`config.mk`:
```
export PLATFORM = sky130hd
export DESIGN_NAME = seq_alu
export DESIGN_NICKNAME = d
export VERILOG_FILES = /design/src/rtl/seq_alu_pkg.sv /design/src/rtl/seq_alu_comb.sv /design/src/rtl/seq_alu.sv
export SDC_FILE = /design/constraint.sdc
export NUM_CORES = 1
export LEC_CHECK = 0
export ABC_CLOCK_PERIOD_IN_PS = 3100
export BUFFER_PORTS_ARGS = -buffer_cell sky130_fd_sc_hd__buf_2
export CORE_ASPECT_RATIO = 1.75
export CORE_MARGIN = 2
export CORE_UTILIZATION = 67
export CTS_CLUSTER_SIZE = 20
export DETAILED_ROUTE_END_ITERATION = 8
export PLACE_DENSITY = 0.91
export SLEW_MARGIN = 20
export SYNTH_ARGS = -nofsm -noshare
export SYNTH_HDL_FRONTEND = slang
export SYNTH_SLANG_ARGS = --single-unit
```
`constraint.sdc`:
```
create_clock -name clk -period 3.1 [get_ports clk]
set_clock_uncertainty 0.15 [all_clocks]
set_input_delay 0 -clock clk [delete_from_list [all_inputs] [get_ports clk]]
set_output_delay 0 -clock clk [all_outputs]
set_load 0.03 [all_outputs]
```
`src/rtl/seq_alu_pkg.sv`:
```
// ============================================================================
// Module      : seq_alu_pkg
// Description : Opcodes and FSM state type shared by seq_alu and seq_alu_comb.
//               SEQ_ALU_MUL_EN adds the MUL state to the state type.
// Revision    : 1.0 - initial release
// ============================================================================
`default_nettype none

package seq_alu_pkg;

    localparam logic [3:0] OP_AND  = 4'b0000;
    localparam logic [3:0] OP_OR   = 4'b0001;
    localparam logic [3:0] OP_NOT  = 4'b0010;
    localparam logic [3:0] OP_NOR  = 4'b0011;
    localparam logic [3:0] OP_XOR  = 4'b0100;
    localparam logic [3:0] OP_NAND = 4'b0101;
    localparam logic [3:0] OP_ADD  = 4'b0110;
    localparam logic [3:0] OP_SUB  = 4'b0111;
    localparam logic [3:0] OP_SBC  = 4'b1000;
    localparam logic [3:0] OP_MUL  = 4'b1001;
    localparam logic [3:0] OP_SLL  = 4'b1010;
    localparam logic [3:0] OP_SLL2 = 4'b1011;
    localparam logic [3:0] OP_SRL  = 4'b1100;
    localparam logic [3:0] OP_SRA  = 4'b1101;

`ifdef SEQ_ALU_MUL_EN
    typedef enum logic [1:0] {
        ST_IDLE = 2'd0,
        ST_MUL  = 2'd1,
        ST_DONE = 2'd2
    } state_t;
`else
    typedef enum logic [1:0] {
        ST_IDLE = 2'd0,
        ST_DONE = 2'd2
    } state_t;
`endif

endpackage

`default_nettype wire

```
`src/rtl/seq_alu_comb.sv`:
```
// ============================================================================
// Module      : seq_alu_comb
// Description : Combinational single-cycle ALU ops and their status flags.
//               Opcode 1001 is reported illegal here; seq_alu overrides it.
// Revision    : 1.0 - initial release
// ============================================================================
`default_nettype none

module seq_alu_comb
    import seq_alu_pkg::*;
#(
    parameter int WIDTH = 32
) (
    input  logic [WIDTH-1:0] a,
    input  logic [WIDTH-1:0] b,
    input  logic [3:0]       sel,
    input  logic             cin,
    output logic [WIDTH-1:0] y,
    output logic             cout,
    output logic             negative,
    output logic             zero,
    output logic             overflow,
    output logic             illegal
);

    localparam int c_SH_W = $clog2(WIDTH);
    localparam int c_MSB  = WIDTH - 1;

    logic [c_SH_W-1:0] w_amt;
    logic [WIDTH-1:0]  w_b_eff;
    logic              w_c_in;
    logic [WIDTH:0]    w_sum;
    logic [WIDTH:0]    w_shl;

    assign w_amt = b[c_SH_W-1:0];

    // Subtract forms share the adder by inverting B; only 0111 forces carry-in.
    always_comb begin
        w_b_eff = (sel == OP_ADD) ? b : ~b;
        w_c_in  = (sel == OP_SUB) ? 1'b1 : cin;
        w_sum   = {1'b0, a} + {1'b0, w_b_eff} + {{WIDTH{1'b0}}, w_c_in};
        w_shl   = {1'b0, a} << w_amt;
    end

    always_comb begin
        y        = '0;
        cout     = 1'b0;
        overflow = 1'b0;
        illegal  = 1'b0;
        case (sel)
            OP_AND:  y = a & b;
            OP_OR:   y = a | b;
            OP_NOT:  y = ~a;
            OP_NOR:  y = ~(a | b);
            OP_XOR:  y = a ^ b;
            OP_NAND: y = ~(a & b);
            OP_ADD, OP_SUB, OP_SBC: begin
                y        = w_sum[WIDTH-1:0];
                cout     = w_sum[WIDTH];
                overflow = (a[c_MSB] == w_b_eff[c_MSB]) && (y[c_MSB] != a[c_MSB]);
            end
            // The extra top bit of the widened shift is the last bit shifted out.
            OP_SLL, OP_SLL2: begin
                y        = w_shl[WIDTH-1:0];
                cout     = w_shl[WIDTH];
                overflow = y[c_MSB] ^ a[c_MSB];
            end
            OP_SRL:  y = a >> w_amt;
            OP_SRA:  y = $unsigned($signed(a) >>> w_amt);
            default: illegal = 1'b1;
        endcase
        negative = y[c_MSB];
        zero     = (y == '0) && !illegal;
    end

endmodule

`default_nettype wire

```
`src/rtl/seq_alu.sv`:
```
// ============================================================================
// Module      : seq_alu
// Description : Handshaked sequential ALU: FSM, result registers and an
//               optional shift-add multiplier enabled by SEQ_ALU_MUL_EN.
// Revision    : 1.0 - initial release
// ============================================================================
`default_nettype none

module seq_alu
    import seq_alu_pkg::*;
#(
    parameter int WIDTH = 32
) (
    input  logic             clk,
    input  logic             rst_n,
    input  logic             in_valid,
    output logic             in_ready,
    input  logic [WIDTH-1:0] A,
    input  logic [WIDTH-1:0] B,
    input  logic [3:0]       sel,
    input  logic             Cin,
    output logic             out_valid,
    input  logic             out_ready,
    output logic [WIDTH-1:0] Y,
    output logic             Cout,
    output logic             Negative,
    output logic             Zero,
    output logic             Overflow,
    output logic             Illegal
);

    state_t           r_state;
    state_t           w_next;
    logic             w_accept;
    logic             w_load_comb;
    logic [WIDTH-1:0] w_y;
    logic             w_cout;
    logic             w_neg;
    logic             w_zero;
    logic             w_ovf;
    logic             w_ill;
    logic [WIDTH-1:0] r_y;
    logic             r_cout;
    logic             r_neg;
    logic             r_zero;
    logic             r_ovf;
    logic             r_ill;

    seq_alu_comb #(
        .WIDTH    (WIDTH)
    ) u_comb (
        .a        (A),
        .b        (B),
        .sel      (sel),
        .cin      (Cin),
        .y        (w_y),
        .cout     (w_cout),
        .negative (w_neg),
        .zero     (w_zero),
        .overflow (w_ovf),
        .illegal  (w_ill)
    );

    assign w_accept = in_valid && in_ready;

`ifdef SEQ_ALU_MUL_EN
    localparam int c_CNT_W = $clog2(WIDTH + 1);

    logic               w_is_mul;
    logic               w_mul_last;
    logic [WIDTH:0]     w_add;
    logic [WIDTH-1:0]   r_mcand;
    logic [2*WIDTH-1:0] r_prod;
    logic [c_CNT_W-1:0] r_cnt;

    assign w_is_mul    = (sel == OP_MUL);
    assign w_load_comb = w_accept && !w_is_mul;
    // One extra MUL cycle after the last iteration moves the product into Y.
    assign w_mul_last  = (r_state == ST_MUL) && (r_cnt == c_CNT_W'(WIDTH));
    assign w_add       = {1'b0, r_prod[2*WIDTH-1:WIDTH]}
                       + (r_prod[0] ? {1'b0, r_mcand} : {(WIDTH+1){1'b0}});

    // Product register starts as {0, B}; each step adds A on the low bit and shifts right.
    always_ff @(posedge clk or negedge rst_n) begin
        if (!rst_n) begin
            r_mcand <= '0;
            r_prod  <= '0;
            r_cnt   <= '0;
        end else if (w_accept && w_is_mul) begin
            r_mcand <= A;
            r_prod  <= {{WIDTH{1'b0}}, B};
            r_cnt   <= '0;
        end else if ((r_state == ST_MUL) && !w_mul_last) begin
            r_prod  <= {w_add, r_prod[WIDTH-1:1]};
            r_cnt   <= r_cnt + c_CNT_W'(1);
        end
    end
`else
    assign w_load_comb = w_accept;
`endif

    always_ff @(posedge clk or negedge rst_n) begin
        if (!rst_n) begin
            r_state <= ST_IDLE;
        end else begin
            r_state <= w_next;
        end
    end

    always_comb begin
        w_next = r_state;
        case (r_state)
            ST_IDLE: begin
                if (w_accept) begin
`ifdef SEQ_ALU_MUL_EN
                    w_next = w_is_mul ? ST_MUL : ST_DONE;
`else
                    w_next = ST_DONE;
`endif
                end
            end
`ifdef SEQ_ALU_MUL_EN
            ST_MUL: begin
                if (w_mul_last) w_next = ST_DONE;
            end
`endif
            ST_DONE: begin
                if (out_ready) w_next = ST_IDLE;
            end
            default: w_next = ST_IDLE;
        endcase
    end

    always_comb begin
        in_ready  = (r_state == ST_IDLE);
        out_valid = (r_state == ST_DONE);
    end

    // Result registers only load on accept or multiply completion, so DONE holds them.
    always_ff @(posedge clk or negedge rst_n) begin
        if (!rst_n) begin
            r_y    <= '0;
            r_cout <= 1'b0;
            r_neg  <= 1'b0;
            r_zero <= 1'b0;
            r_ovf  <= 1'b0;
            r_ill  <= 1'b0;
        end else if (w_load_comb) begin
            r_y    <= w_y;
            r_cout <= w_cout;
            r_neg  <= w_neg;
            r_zero <= w_zero;
            r_ovf  <= w_ovf;
            r_ill  <= w_ill;
        end
`ifdef SEQ_ALU_MUL_EN
        else if (w_mul_last) begin
            r_y    <= r_prod[WIDTH-1:0];
            r_cout <= |r_prod[2*WIDTH-1:WIDTH];
            r_neg  <= r_prod[WIDTH-1];
            r_zero <= (r_prod[WIDTH-1:0] == '0);
            r_ovf  <= |r_prod[2*WIDTH-1:WIDTH];
            r_ill  <= 1'b0;
        end
`endif
    end

    assign Y        = r_y;
    assign Cout     = r_cout;
    assign Negative = r_neg;
    assign Zero     = r_zero;
    assign Overflow = r_ovf;
    assign Illegal  = r_ill;

endmodule

`default_nettype wire

```
==> results.py, run 1 <==
metrics = {
    "cts": {
        "h-tree-depth": 2,
        "numClockSinks": 37,
        "clk_path_buf_depth": 2,
        "numCtsBuffers": 5,
        "clk_root_buffer_cell": "clkbuf_16",
    },
    "placement": {
        "portBuffers": 111,
        "gp_congestion": 1.43,
        "dp_hpwl_mm": 49.5,
    },
    "synth": {
        "yosysSeqAreaShare": 0.0845,
        "synth-edff-count": 0,
        "synth_area_leader_cell": "ha_1",
        "netlist_instances": 1494,
        "synth.distinct_cells": 92,
        "yosysMostFrequentCell": "nand2_1",
        "synth_top_area_share": 0.110,
        "syn_nets": 1665,
        "yosys-top-cells-area": "ha_1 (11%), dfrtp_1 (8.5%), mux2i_1 (6.7%)",
        "synth_warnings": 0,
        "synth-seq-cells": 37,
        "synthArstFlopShare": 1.00,
        "ys.flop_type": "dfrtp_1",
        "synth.avg_cell_area_um2": 7.33,
        "synth_commonest_cells": "nand2_1 (182), nor2_1 (123), o21ai_0 (112), ha_1 (96), a21oi_1 (90)",
        "syn_area_um2": 11000,
    },
    "outcome": {
        "stop_stage": "5_1_grt",
        "status": "aborted with a tool error",
        "firstError": "[ERROR GRT-0116] Global routing finished with congestion. Check the congestion regions in the DRC Viewer.",
    },
    "global_route": {
        "grt_use_total": 1.03,
        "overflow": 1983,
        "first_global_vias": 21600,
        "grt_pass1_wl_mm": 138,
        "grt_max_degree": 93,
    },
    "floorplanning": {
        "rows": 61,
        "initial_utilization": 0.687,
        "io_pins": 112,
        "die_w_um": 101,
        "fp.dieH_um": 173,
    },
}
-- routing by layer --
layer / global-route usage / GRT overflow
met5: 0.385 / 3
met4: 1.15 / 403
met3: 0.718 / 19
met2: 1.40 / 1541
met1: 0.885 / 17
-- stage by stage --
step	cells	hold WS (ns)	setup WS, ns	instance area [um^2]
CTS	2103	0.0894	-0.569	15300
floorplan	1494	-0.446	-0.660	11200
detailed placement	2076	-0.0469	-1.14	14400
global placement	2076	-0.0608	-0.781	14400
-- kinds of logic after synthesis --
logic type	Yosys count	share of synthesized area
simple gates	460	0.196
buf+inv	218	0.0892
flops	37	0.0845
fa+ha+maj	98	0.113
xor+xnor	70	0.0560
mux	140	0.171
compound gates	471	0.290
-- timing repair --
action,in CTS
endpoints found under the hold margin,38
hold buffers,2
setup endpoints to repair,25
setup buffers,19
pin swaps,41
gates resized for setup,113
==> run 2, diff against run 1 <==
--- a/config.mk
+++ b/config.mk
@@ -7,12 +7,10 @@
 export LEC_CHECK = 0
 export ABC_CLOCK_PERIOD_IN_PS = 3100
 export BUFFER_PORTS_ARGS = -buffer_cell sky130_fd_sc_hd__buf_2
-export CORE_ASPECT_RATIO = 1.75
 export CORE_MARGIN = 2
-export CORE_UTILIZATION = 67
-export CTS_CLUSTER_SIZE = 20
+export CORE_UTILIZATION = 40
 export DETAILED_ROUTE_END_ITERATION = 8
-export PLACE_DENSITY = 0.91
+export PLACE_DENSITY_LB_ADDON = 0.15
 export SLEW_MARGIN = 20
 export SYNTH_ARGS = -nofsm -noshare
 export SYNTH_HDL_FRONTEND = slang
==> run 2 against run 1 <==
The flow now finishes, with violations (setup timing). Synthesized cell count did not move. Area after synthesis stayed put.
==> results.py, run 2 <==
metrics = {
    "synth": {
        "synth_commonest_cells": "nand2_1 (182), nor2_1 (123), o21ai_0 (112), ha_1 (96), a21oi_1 (90)",
        "syn_nets": 1665,
        "synth_warnings": 0,
        "yosys-top-cells-area": "ha_1 (11%), dfrtp_1 (8.5%), mux2i_1 (6.7%)",
        "yosysSeqAreaShare": 0.0845,
        "yosysMostFrequentCell": "nand2_1",
        "syn_area_um2": 11000,
        "synth_top_area_share": 0.110,
        "synth.avg_cell_area_um2": 7.33,
        "netlist_instances": 1494,
        "synth.distinct_cells": 92,
        "synth-edff-count": 0,
        "synthArstFlopShare": 1.00,
        "ys.flop_type": "dfrtp_1",
        "synth_area_leader_cell": "ha_1",
        "synth-seq-cells": 37,
    },
    "cells_and_area": {
        "finalNonFillerCells": 2387,
        "fin_nets": 2217,
        "final_util": 0.627,
        "layout_common_cells": "buf_4 (516), nand2_1 (181), nor2_1 (114)",
        "fillers": 2471,
        "area_growth_syn_to_layout_pct": 54.2,
        "seq_area_um2": 926,
        "diodes": 0,
        "largest_reg_flops": 31,
        "final_common_cell": "buf_4",
        "drive_above_1_share": 0.431,
        "multiInputGateArea_um2": 9850,
    },
    "global_route": {
        "overflow": 0,
        "first_global_vias": 14500,
        "grt_antenna_before_repair": 2,
        "grt_max_degree": 93,
        "grt_use_total": 0.448,
        "grt_pass1_wl_mm": 95.3,
    },
    "cts": {
        "h-tree-depth": 2,
        "clk_path_buf_depth": 2,
        "cts_tree": "built",
        "clk_pin_slew_worst_paths_ns": 0.06,
        "clk_latency_ns": 0.28,
        "numClockSinks": 37,
        "clk_root_buffer_cell": "clkbuf_16",
        "numCtsBuffers": 5,
    },
    "worst_setup_path": {
        "crit_type": "in -> reg",
        "critPathTopFamily": "simple AND/OR/NAND/NOR gates",
        "r2r-end": "Zero$_DFFE_PN0P_",
        "crit_buf_inv": 3,
        "rr_worst_depth": 10,
        "worst_path_largest_cell_delay_ns": 0.36,
        "critPathSlowestCell": "fa_2",
        "crit_chain": "buf_6, nand2b_4, nor2_4, xnor2_4, fa_2, inv_2, fa_2, nand2b_4, a211oi_4, nor2_1, xor2_1, o221ai_2, nand4b_1, nor4_2, buf_4, nand4_1, nor4_2, a32o_2",
        "r2r_start": "r_state[1]$_DFFE_PN0P_",
        "cp.arrival_ns": 3.54,
        "rrSetupSlack_ns": 0.87,
        "end_kind": "flop",
        "required_ns": 3.17,
        "startpoint_type": "primary input",
        "path_max_fanout": 3,
    },
    "floorplanning": {
        "initial_utilization": 0.406,
        "dieArea_um2": 28700,
        "die_w_um": 169,
        "coreArea_um2": 27000,
        "rows": 60,
        "fp.dieH_um": 169,
        "io_pins": 112,
    },
    "sta": {
        "worst_slew_pin_slew_ns": 1.05,
        "finalCritPeriodShare": 1.12,
        "totalNegativeSetupSlack_ns": -0.566,
        "fmax_ghz": 0.289,
        "setup_viol": 5,
        "drv_slew": 0,
        "rsz0062_at_grt": "true",
        "fin_ws_ns": -0.362,
        "max-slew-margin-rel": 0.297,
        "period_minus_slack_ns": 3.46,
        "hold_viol_final": 0,
    },
    "routing": {
        "postRouteAntennaNets": 0,
        "drc": 0,
        "vias": 15300,
        "vias_per_cell": 6.41,
        "drt-total-wl_mm": 66.3,
        "drtIter0Drc": 2069,
        "drt-pass1-iter-count": 5,
        "wl_per_cell_um": 27.8,
    },
    "placement": {
        "gp_congestion": 1.09,
        "dp_hpwl_mm": 53.6,
        "portBuffers": 111,
        "dp_slack_ns": -0.884,
        "placed_cells": 2351,
    },
    "power": {
        "ir_drop_mv": 0.317,
        "power.total_mw": 5.02,
        "p_leak_nw": 7.98,
        "powerDensity_nw_per_um2": 297,
    },
    "hold_path": {
        "min-delay-start": "A[31]",
        "hold_class": "in -> reg",
        "hold-path-endpoint": "Overflow$_DFFE_PN0P_",
        "holdPathStages": 4,
    },
    "outcome": {
        "status": "finished with violations",
        "violations": "setup timing",
    },
    "flow_run": {
        "maxCapViolations": 0,
    },
}
-- run 2: cell counts after synthesis --
No cell type changed its count.
-- run 2: worst max-delay path by stage --
stage,startpoint,end,cells after the start
4_1_cts,sel[3],Zero$_DFFE_PN0P_,17
5_1_grt,sel[0],Zero$_DFFE_PN0P_,17
3_3_place_gp,sel[3],Zero$_DFFE_PN0P_,17
2_1_floorplan,sel[1],Zero$_DFFE_PN0P_,21
6_report,sel[0],Zero$_DFFE_PN0P_,18
3_5_place_dp,sel[3],Zero$_DFFE_PN0P_,17
-- run 2: cells by family (layout without fill, tap and decap cells) --
group | count (synthesis) | count (layout) | synth area share
buf+inv | 218 | 770 | 0.0892
xor+xnor | 70 | 70 | 0.0560
simple gates | 460 | 460 | 0.196
flops | 37 | 37 | 0.0845
compound gates | 471 | 471 | 0.290
fa+ha+maj | 98 | 98 | 0.113
mux | 140 | 140 | 0.171
-- run 2: layout make-up --
class | count | share of cell area
Inverter | 89 | 0.0198
Tap cell | 341 | 0.0253
Timing Repair Buffer | 674 | 0.307
Multi-Input combinational cell | 1239 | 0.583
Sequential cell | 37 | 0.0548
Clock buffer | 5 | 0.00741
Clock inverter | 2 | 0.00207
-- run 2: through the flow --
stage / cell area [um^2] / hold slack (ns)
4_1_cts: 16400 / 0.126
3_3_place_gp: 15700 / -0.0201
5_1_grt: 16900 / 0.157
2_1_floorplan: 11200 / -0.446
6_report: 16900 / 0.147
3_5_place_dp: 15700 / 0.00800
-- run 2: worst min-delay path: stages --
cell,delay [ns]
buf_2,0.13
buf_4,0.17
o22ai_1,0.10
o21ai_0,0.14
-- run 2: routing by layer --
| metal | track usage | share of wire |
|---|---|---|
| met3 | 0.106 | 0.12 |
| met1 | 0.606 | 0.40 |
| met2 | 0.693 | 0.43 |
| met5 | 0 | 0.00020 |
| met4 | 0.164 | 0.047 |
-- run 2: where the power goes --
group	total [mW]	internal, mW	switching (mW)
clock	0.577	0.374	0.204
combinational	3.80	1.63	2.16
sequential	0.652	0.592	0.0601
total	5.02	2.60	2.43
-- run 2: timing repair --
item                       in CTS  in global routing
hold buffers                    2                  0
setup buffers                  18                 17
pin swaps                      42                 61
gates resized for setup        66                 97
hold endpoints to repair       38                  0
setup endpoints to repair      16                 21
gates cloned                    1                  0
(Power assumes the default switching activity.)
==> run 3, diff against run 2 <==
--- a/config.mk
+++ b/config.mk
@@ -8,7 +8,7 @@
 export ABC_CLOCK_PERIOD_IN_PS = 3100
 export BUFFER_PORTS_ARGS = -buffer_cell sky130_fd_sc_hd__buf_2
 export CORE_MARGIN = 2
-export CORE_UTILIZATION = 40
+export CORE_UTILIZATION = 65
 export DETAILED_ROUTE_END_ITERATION = 8
 export PLACE_DENSITY_LB_ADDON = 0.15
 export SLEW_MARGIN = 20
==> run 3 against run 2 <==
The run now fails in 5_1_grt. Area after synthesis stayed put. Synthesized cell count stayed put.
==> results.py, run 3 <==
metrics = {
    "outcome": {
        "status": "aborted with a tool error",
        "stop_stage": "5_1_grt",
        "firstError": "[ERROR GRT-0116] Global routing finished with congestion. Check the congestion regions in the DRC Viewer.",
    },
    "synth": {
        "synth_area_leader_cell": "ha_1",
        "yosysSeqAreaShare": 0.0845,
        "synth.distinct_cells": 92,
        "syn_nets": 1665,
        "synth_top_area_share": 0.110,
        "yosys-top-cells-area": "ha_1 (11%), dfrtp_1 (8.5%), mux2i_1 (6.7%)",
        "synth_warnings": 0,
        "synth_commonest_cells": "nand2_1 (182), nor2_1 (123), o21ai_0 (112), ha_1 (96), a21oi_1 (90)",
        "yosysMostFrequentCell": "nand2_1",
        "ys.flop_type": "dfrtp_1",
        "synthArstFlopShare": 1.00,
        "synth-edff-count": 0,
        "synth.avg_cell_area_um2": 7.33,
        "netlist_instances": 1494,
        "syn_area_um2": 11000,
        "synth-seq-cells": 37,
    },
    "cts": {
        "numCtsBuffers": 5,
        "clk_root_buffer_cell": "clkbuf_16",
        "numClockSinks": 37,
        "h-tree-depth": 2,
        "clk_path_buf_depth": 2,
    },
    "global_route": {
        "first_global_vias": 18500,
        "overflow": 121,
        "grt_max_degree": 93,
        "grt_use_total": 0.819,
        "grt_pass1_wl_mm": 112,
    },
    "floorplanning": {
        "initial_utilization": 0.663,
        "io_pins": 112,
        "rows": 47,
        "die_w_um": 134,
        "fp.dieH_um": 134,
    },
    "placement": {
        "portBuffers": 111,
        "gp_congestion": 1.26,
        "dp_hpwl_mm": 43.1,
        "placed_cells": 2091,
    },
}
==> run 3: cell counts after synthesis <==
Identical to the previous run, type by type.
==> run 3: cell families after synthesis <==
| group | after synthesis | synth area share |
|---|---|---|
| flops | 37 | 0.0845 |
| compound gates | 471 | 0.290 |
| fa+ha+maj | 98 | 0.113 |
| xor+xnor | 70 | 0.0560 |
| simple gates | 460 | 0.196 |
| mux | 140 | 0.171 |
| buf+inv | 218 | 0.0892 |
==> run 3: per-layer routing <==
| layer | track usage | GRT overflow |
|---|---|---|
| met5 | 0.486 | 1 |
| met4 | 0.800 | 47 |
| met3 | 0.675 | 2 |
| met2 | 0.963 | 64 |
| met1 | 0.826 | 7 |
==> run 3: through the flow <==
step / cell area (um^2) / worst slack (ns) / hold WS, ns
CTS: 15200 / -0.580 / 0.196
detailed placement: 14400 / -0.903 / -0.0130
global placement: 14400 / -0.629 / -0.0368
floorplan: 11200 / -0.660 / -0.446
==> run 3: repair_timing <==
item                                    in CTS
pin swaps                                   36
buffers inserted                            21
endpoints found under the hold margin       38
hold buffers                                 2
gates resized for setup                     98
cloned                                       0
endpoints found under the setup margin      20
